==> src/rtl/fib_pkg.sv <==
// Shared types and constants for the FBC Fibonacci engine.
// F(0)=F(1)=FIB_BASE; larger indices iterate in fib_seq_engine.
package fib_pkg;

  typedef enum logic [1:0] {
    IDLE,
    ITER,
    DONE
  } fib_state_e;

  localparam int FIB_BASE         = 1;
  localparam int FIB_BASE_MAX_IDX = 1;

endpackage

==> src/rtl/fib_sat_add.sv <==
// Combinational WIDTH-bit adder with carry out and optional clamp.
// Clamp holds all-ones once a run has overflowed (sat_in) or carries now.
module fib_sat_add
  import fib_pkg::*;
#(
  parameter int WIDTH    = 16,
  parameter bit SATURATE = 1'b0
) (
  input  logic [WIDTH-1:0] a,
  input  logic [WIDTH-1:0] b,
  input  logic             sat_in,
  output logic [WIDTH-1:0] sum,
  output logic             carry
);

  logic [WIDTH:0] full;

  assign full  = {1'b0, a} + {1'b0, b};
  assign carry = full[WIDTH];

  always_comb begin
    sum = full[WIDTH-1:0];
    if (SATURATE && (carry || sat_in))
      sum = '1;
  end

endmodule

==> src/rtl/fib_seq_engine.sv <==
// Sequential Fibonacci engine for FBC: one addition per clock,
// holding the EXEC state until the final term is written to ACC.
module fib_seq_engine
  import fib_pkg::*;
#(
  parameter int WIDTH    = 16,
  parameter int NW       = 16,
  parameter bit SATURATE = 1'b0
) (
  input  logic             clk,
  input  logic             rst_n,
  input  logic             start,
  input  logic [NW-1:0]    n_in,
  input  logic             abort,
  output logic             busy,
  output logic             exec_hold,
  output logic             done,
  output logic             result_we,
  output logic [WIDTH-1:0] result,
  output logic             overflow
);

  fib_state_e state, state_nxt;

  logic [WIDTH-1:0] a, b;
  logic [NW-1:0]    k, target;
  logic             ovf_run;
  logic [WIDTH-1:0] sum;
  logic             carry;
  logic             accept;
  logic             base;
  logic             last;

  assign accept = start & ~abort &
                  ((state == IDLE) | (state == DONE));
  assign base   = (n_in <= NW'(FIB_BASE_MAX_IDX));
  assign last   = (k == target);

  assign busy      = (state == ITER);
  assign done      = (state == DONE);
  assign result_we = done;
  assign exec_hold = busy | accept;

  fib_sat_add #(
    .WIDTH    (WIDTH),
    .SATURATE (SATURATE)
  ) u_add (
    .a      (a),
    .b      (b),
    .sat_in (ovf_run),
    .sum    (sum),
    .carry  (carry)
  );

  always_ff @(posedge clk or negedge rst_n) begin
    if (!rst_n)
      state <= IDLE;
    else
      state <= state_nxt;
  end

  always_comb begin
    state_nxt = state;
    unique case (state)
      IDLE, DONE: begin
        if (accept)
          state_nxt = base ? DONE : ITER;
        else
          state_nxt = IDLE;
      end
      ITER: begin
        if (abort)
          state_nxt = IDLE;
        else if (last)
          state_nxt = DONE;
      end
      default: state_nxt = IDLE;
    endcase
  end

  // result/overflow only change on completion, so an abort keeps the old run
  always_ff @(posedge clk or negedge rst_n) begin
    if (!rst_n) begin
      a        <= '0;
      b        <= '0;
      k        <= '0;
      target   <= '0;
      ovf_run  <= 1'b0;
      result   <= '0;
      overflow <= 1'b0;
    end else if (accept) begin
      ovf_run <= 1'b0;
      if (base) begin
        result   <= WIDTH'(FIB_BASE);
        overflow <= 1'b0;
      end else begin
        a      <= WIDTH'(FIB_BASE);
        b      <= WIDTH'(FIB_BASE);
        k      <= NW'(2);
        target <= n_in;
      end
    end else if (busy && !abort) begin
      a       <= b;
      b       <= sum;
      ovf_run <= ovf_run | carry;
      if (last) begin
        result   <= sum;
        overflow <= ovf_run | carry;
      end else begin
        k <= k + NW'(1);
      end
    end
  end

endmodule

==> config.mk <==
export PLATFORM = sky130hd
export DESIGN_NAME = fib_seq_engine
export DESIGN_NICKNAME = d
export VERILOG_FILES = /design/src/rtl/fib_pkg.sv /design/src/rtl/fib_sat_add.sv /design/src/rtl/fib_seq_engine.sv
export SDC_FILE = /design/constraint.sdc
export NUM_CORES = 1
export LEC_CHECK = 0
export ABC_CLOCK_PERIOD_IN_PS = 3300
export CAP_MARGIN = 30
export CORE_UTILIZATION = 55
export CTS_CLUSTER_SIZE = 40
export DETAILED_ROUTE_END_ITERATION = 6
export GPL_ROUTABILITY_DRIVEN = 0
export HOLD_SLACK_MARGIN = 0.1
export PLACE_DENSITY = 0.77
export SLEW_MARGIN = 20
export SYNTH_ARGS = -nofsm -noshare
export SYNTH_HDL_FRONTEND = slang
export SYNTH_SLANG_ARGS = --single-unit
==> constraint.sdc <==
create_clock -name clk -period 3.3 [get_ports clk]
set_input_delay 0.495 -clock clk [delete_from_list [all_inputs] [get_ports clk]]
set_output_delay 0.495 -clock clk [all_outputs]
set_load 0.01 [all_outputs]
# Word level (Yosys, flattened, before mapping)
# Cells that the tools add are included.
[word_totals] register_bits=84 out_inout_bits=21 in_bits=20
[op_classes] n_mux=24 addsub=2 n_eq_ne=7 order_cmp=1 reduce_logical=10 bitwise=7
[ops] cell="$mux W16" n=13
[ops] cell="$add A16 B16 Y17" n=1
[ops] cell="$add A16 B1 Y16 const B" n=1
[ops] cell="$eq A16 B16 Y1" n=1
[ops] cell="$le A16 B1 Y1 const B" n=1
[ops] cell="$mux W2" n=4
[ops] cell="$mux W1" n=6
[ops] cell="$reduce_and A3 Y1" n=2
[ops] cell="$ne A2 B2 Y1 const B" n=2
[ops] cell="$pmux W2 S2" n=1
[ops] cell="$reduce_and A2 Y1" n=2
[ops] cell="$reduce_bool A2 Y1" n=2
[ops] cell="$ne A3 B2 Y1 const B" n=1
[ops] cell="$or A1 B1 Y1" n=3
[ops] cell="$and A1 B1 Y1" n=2
[ops] cell="$eq A2 B1 Y1 const B" n=1
[ops] cell="$eq A2 B2 Y1 const B" n=1
[ops] cell="$logic_not A2 Y1" n=1
[ops] cell="$ne A2 B1 Y1 const B" n=1
[ops] cell="$not A1 Y1" n=2
[ops] cell="$reduce_or A2 Y1" n=1
[ops] cell="$logic_and A1 B1 Y1" n=1
[ops] cell="$logic_not A1 Y1" n=1

# Longest topological paths before layout
[logic_depth] word_depth=5 mapped_depth=9

# Cells and area by module
# Synthesis repeated with hierarchy kept, for this count alone.
[hier_totals] hier_cells=492 hier_area_um2=4568.1
[modules_own_cells] mod="fib_seq_engine" instances=1 cells_each=382 area_each_um2=3712.3
[modules_own_cells] mod="fib_sat_add" instances=1 cells_each=110 area_each_um2=855.8

# Worst setup path after synthesis
# OpenSTA, ideal clock, no wires.
[synth_path] kind="flip-flop to flip-flop" from="register b[0]" to="register result[14]" stages_incl_launch_ff=10 arrival_ns=2.321 setup_time_ns=0.122 n_path_buf=0 t_required_ns=3.178 period_less_slack_ns=2.443 slack_ns=0.857 cell_sequence="dfrtp_1 ha_1 inv_1 fa_1 and2b_1 o2111ai_1 a211o_1 a2111oi_4 o21ai_1 a32o_1"
[synth_between] elab_chain_len=4
[synth_lines] item="start, declared" line_no="fib_seq_engine.sv:25" text="logic [WIDTH-1:0] a, b;"
[synth_lines] item="start signal, assigned" line_no="fib_seq_engine.sv:98" text="b <= WIDTH'(FIB_BASE);"
[synth_lines] item="start signal, assigned" line_no="fib_seq_engine.sv:104" text="b <= sum;"
[synth_lines] item="$add A16 B16 Y17" line_no="fib_sat_add.sv:18" text="assign full = {1'b0, a} + {1'b0, b};"
[synth_lines] item="$mux W16" line_no="fib_seq_engine.sv:106" text="if (last) begin"
[synth_lines] item="$mux W16" line_no="fib_seq_engine.sv:102" text="end else if (busy && !abort) begin"
[synth_lines] item="$mux W16" line_no="fib_seq_engine.sv:91" text="end else if (accept) begin"
[synth_lines] item="end signal, assigned" line_no="fib_seq_engine.sv:94" text="result <= WIDTH'(FIB_BASE);"
[synth_lines] item="end signal, assigned" line_no="fib_seq_engine.sv:107" text="result <= sum;"
[synth_lines] item="end, declared" line_no="fib_seq_engine.sv:19" text="output logic [WIDTH-1:0] result,"
# Every way passes these cells. The select of a mux whose other input is x is not followed.
# A chain may end at the register's enable or synchronous reset.

# Worst setup path in the final report
[layout_path] from="input abort" to="output exec_hold"
[layout_between] elab_chain_len=4
[layout_lines] item="start, declared" line_no="fib_seq_engine.sv:14" text="input logic abort,"
[layout_lines] item="$not A1 Y1" line_no="fib_seq_engine.sv:34" text="assign accept = start & ~abort &"
[layout_lines] item="$and A1 B1 Y1 (2 in series)" line_no="fib_seq_engine.sv:34"
[layout_lines] item="$or A1 B1 Y1" line_no="fib_seq_engine.sv:42" text="assign exec_hold = busy | accept;"
[layout_lines] item="end, declared" line_no="fib_seq_engine.sv:16" text="output logic exec_hold,"
# Every way passes these cells.

==> results.toml <==
[synthesis]
syn_area_sq_mm = 0.004477
avgSynthCellArea_sq_um = 9.425
muxShareOfSynthArea_pct = 1.453
synth_cells = 475
synth_compound_area_share_pct = 15.34
synthAdderAreaFrac_pct = 5.198
yosysWarnings = 0
synth.distinct_cells = 61
yosysTopAreaCell = "dfrtp_1"
synth.most_common_cell = "nand2_1"
synthSimpleGateAreaFrac_pct = 20.93
synth_top_area_share_pct = 46.95
synth-xor-area-share_pct = 7.239
synth_commonest_cells = "nand2_1 (111), dfrtp_1 (84), xnor2_1 (34)"
async_flop_share_pct = 100.0
synthFlopType = "dfrtp_1"
synth.area.top_cells = "dfrtp_1 (47%), nand2_1 (9.3%), xnor2_1 (6.7%), ha_1 (4.8%), o21ai_0 (3.2%)"
syn_nets = 513
synth-seq-cells = 84
synth_top_family_by_area = "simple AND/OR/NAND/NOR gates"
synth_edf_count = 0
yosysSeqAreaShare_pct = 46.95

[clock_network]
cts_buffers = 9
holdBufCountCts = 0
cts.sinks = 84
clk_latency_ps = 360
clockBufferDepth = 2
clk_pin_slew_worst_paths_ps = 80
post_cts_resized = 0
post_cts_buffers = 0
cts.htree.levels = 3
cts_tree = "yes"
root_buffer = "clkbuf_8"

[drt]
drc = 0
first_iter_violations = 189
ant_nets = 0
wl_per_cell_um = 17.34
num_vias = 3688
wl_um = 10790
dr.pass1.iters = 4
routed_via_density = 5.929

[finish]
nNetsFinal = 553
num-fill-cells = 624
antennaDiodeCount = 0
area_growth_syn_to_layout_pct = 17.55
layout-drive-gt1-share_pct = 8.077

[setup_path]
slowest_delay_ps = 570
crit_chain = "clkdlybuf4s50_1 > or3b_2 > nand2_1 > clkdlybuf4s50_1"
worst_setup_path_end_kind = "output pin"
worstSetupPathType = "in -> out"
critPathLaunch = "abort"
crit_arrival_ps = 2230
crit_required_ps = 2800
crit_slowest_cell = "or3b_2"
cp-start-kind = "input port"
crit_path_max_fanout = 5
r2r-start = "b[0]"
cpMostUsedCell = "clkdlybuf4s50_1"

[pwr]
p_per_area_mw_per_mm2 = 549.7
power.leakage_nw = 2.346
finalPower_mw = 2.893
vdd.ir_drop.worst_mv = 0.3102

[die]
ios = 41
dieArea_sq_mm = 0.008505
start_util_pct = 57.34
die_y_um = 92.22
core_area_sq_mm = 0.007807
rows = 32
die_x_um = 92.22

[timing]
min_period_ps = 2725
fin_skew_ps = 7.126
tightest_slew_ps = 672.6
rsz0062_at_grt = "false"
timing.fmax_mhz = 366.9
hold_ws_ps = 119.1
finalSetupViolCount = 0
min_period_over_period_pct = 82.58
hold_viol_final = 0
drv_slew = 0
tns_ps = 0
relSlewSlack_pct = 55.16

[grt]
track_usage_pct = 27.49
grt_max_degree = 45
first_global_vias = 3637
grt_overflow = 0
grt_pass1_wl_um = 18170
antenna_found_initial = 0

[run_status]
status = "finished clean"

[flow_run]
maxCapViolCount = 0

[placement]
portBuffers = 40
hpwl_um = 7503

[worst_hold_path]
hold_class = "in -> async"
==> worst max-delay path, delay by kind of cell <==
kind | cells | cell delay (ps)
buffers and inverters | 2 | 1060
and+or+nand+nor | 2 | 680
==> stage by stage <==
step                      util (%)  std cells  area [sq um]  setup slack, ps
after global placement       63.77        605          4979            631.1
after global routing         67.40        622          5263            490.5
after detailed placement     64.02        606          4999            575.0
final                        67.40        622          5263            574.7
after CTS                    67.40        622          5263            576.9
after floorplan                  -        475          4477            857.4
==> sequential cells by signal, indices dropped and copies added, names as in the netlist <==
name,flops
result,16
k,16
target,16
a,16
b,16
overflow,1
ovf_run,1
state,2
==> final cells by class <==
cell class / count / area [sq um] / area share (%)
Tap cell: 102 / 127.6 / 2.425
Timing Repair Buffer: 50 / 485.5 / 9.225
Inverter: 10 / 37.54 / 0.7133
Clock inverter: 6 / 136.4 / 2.592
Sequential cell: 84 / 2102 / 39.94
Multi-Input combinational cell: 360 / 2246 / 42.68
Clock buffer: 10 / 127.6 / 2.425
==> path summary, 6_finish.rpt <==
check                      depth (start not counted)  slack, ps          to
setup / recovery                                   4        570   exec_hold
hold / removal                                     1        120   result[6]
setup reg to reg                                   9        640  result[14]
hold reg to reg                                    2        480  result[11]
max in group asynchronous                          2       2560   target[5]
min in group clk                                   2        480  result[11]
==> layout by cell type (no fill, tap or decap), types with 9 or more instances in the layout <==
master	instances
nand4_1	9
o31ai_1	10
o21ai_0	29
buf_4	10
nor2_1	26
a21oi_1	14
xnor2_1	34
dfrtp_1	84
ha_1	17
inv_1	10
clkbuf_8	9
nand2_1	111
clkdlybuf4s50_1	39
==> kinds of logic after synthesis <==
family,count (synthesis)
AO/OA/AOI/OAI,99
XOR/XNOR,37
adder cells (fa/ha/maj),18
buffers and inverters,31
flip-flops,84
multiplexers,6
AND/OR/NAND/NOR,200
==> layer usage <==
layer | wire, um | global-route usage [%] | vias to the layer above
met5 | 0 | 0 | -
met4 | 125 | 7.292 | 0
met2 | 5073 | 43.53 | 112
met3 | 629 | 6.219 | 16
li1 | - | - | 1742
met1 | 4958 | 38.16 | 1818
==> power breakdown <==
group / switching (mW) / total [mW] / internal [mW]
sequential: 0.106 / 1.26 / 1.15
combinational: 0.395 / 0.671 / 0.276
clock: 0.385 / 0.967 / 0.581
Power figures use the tool's default switching activity.
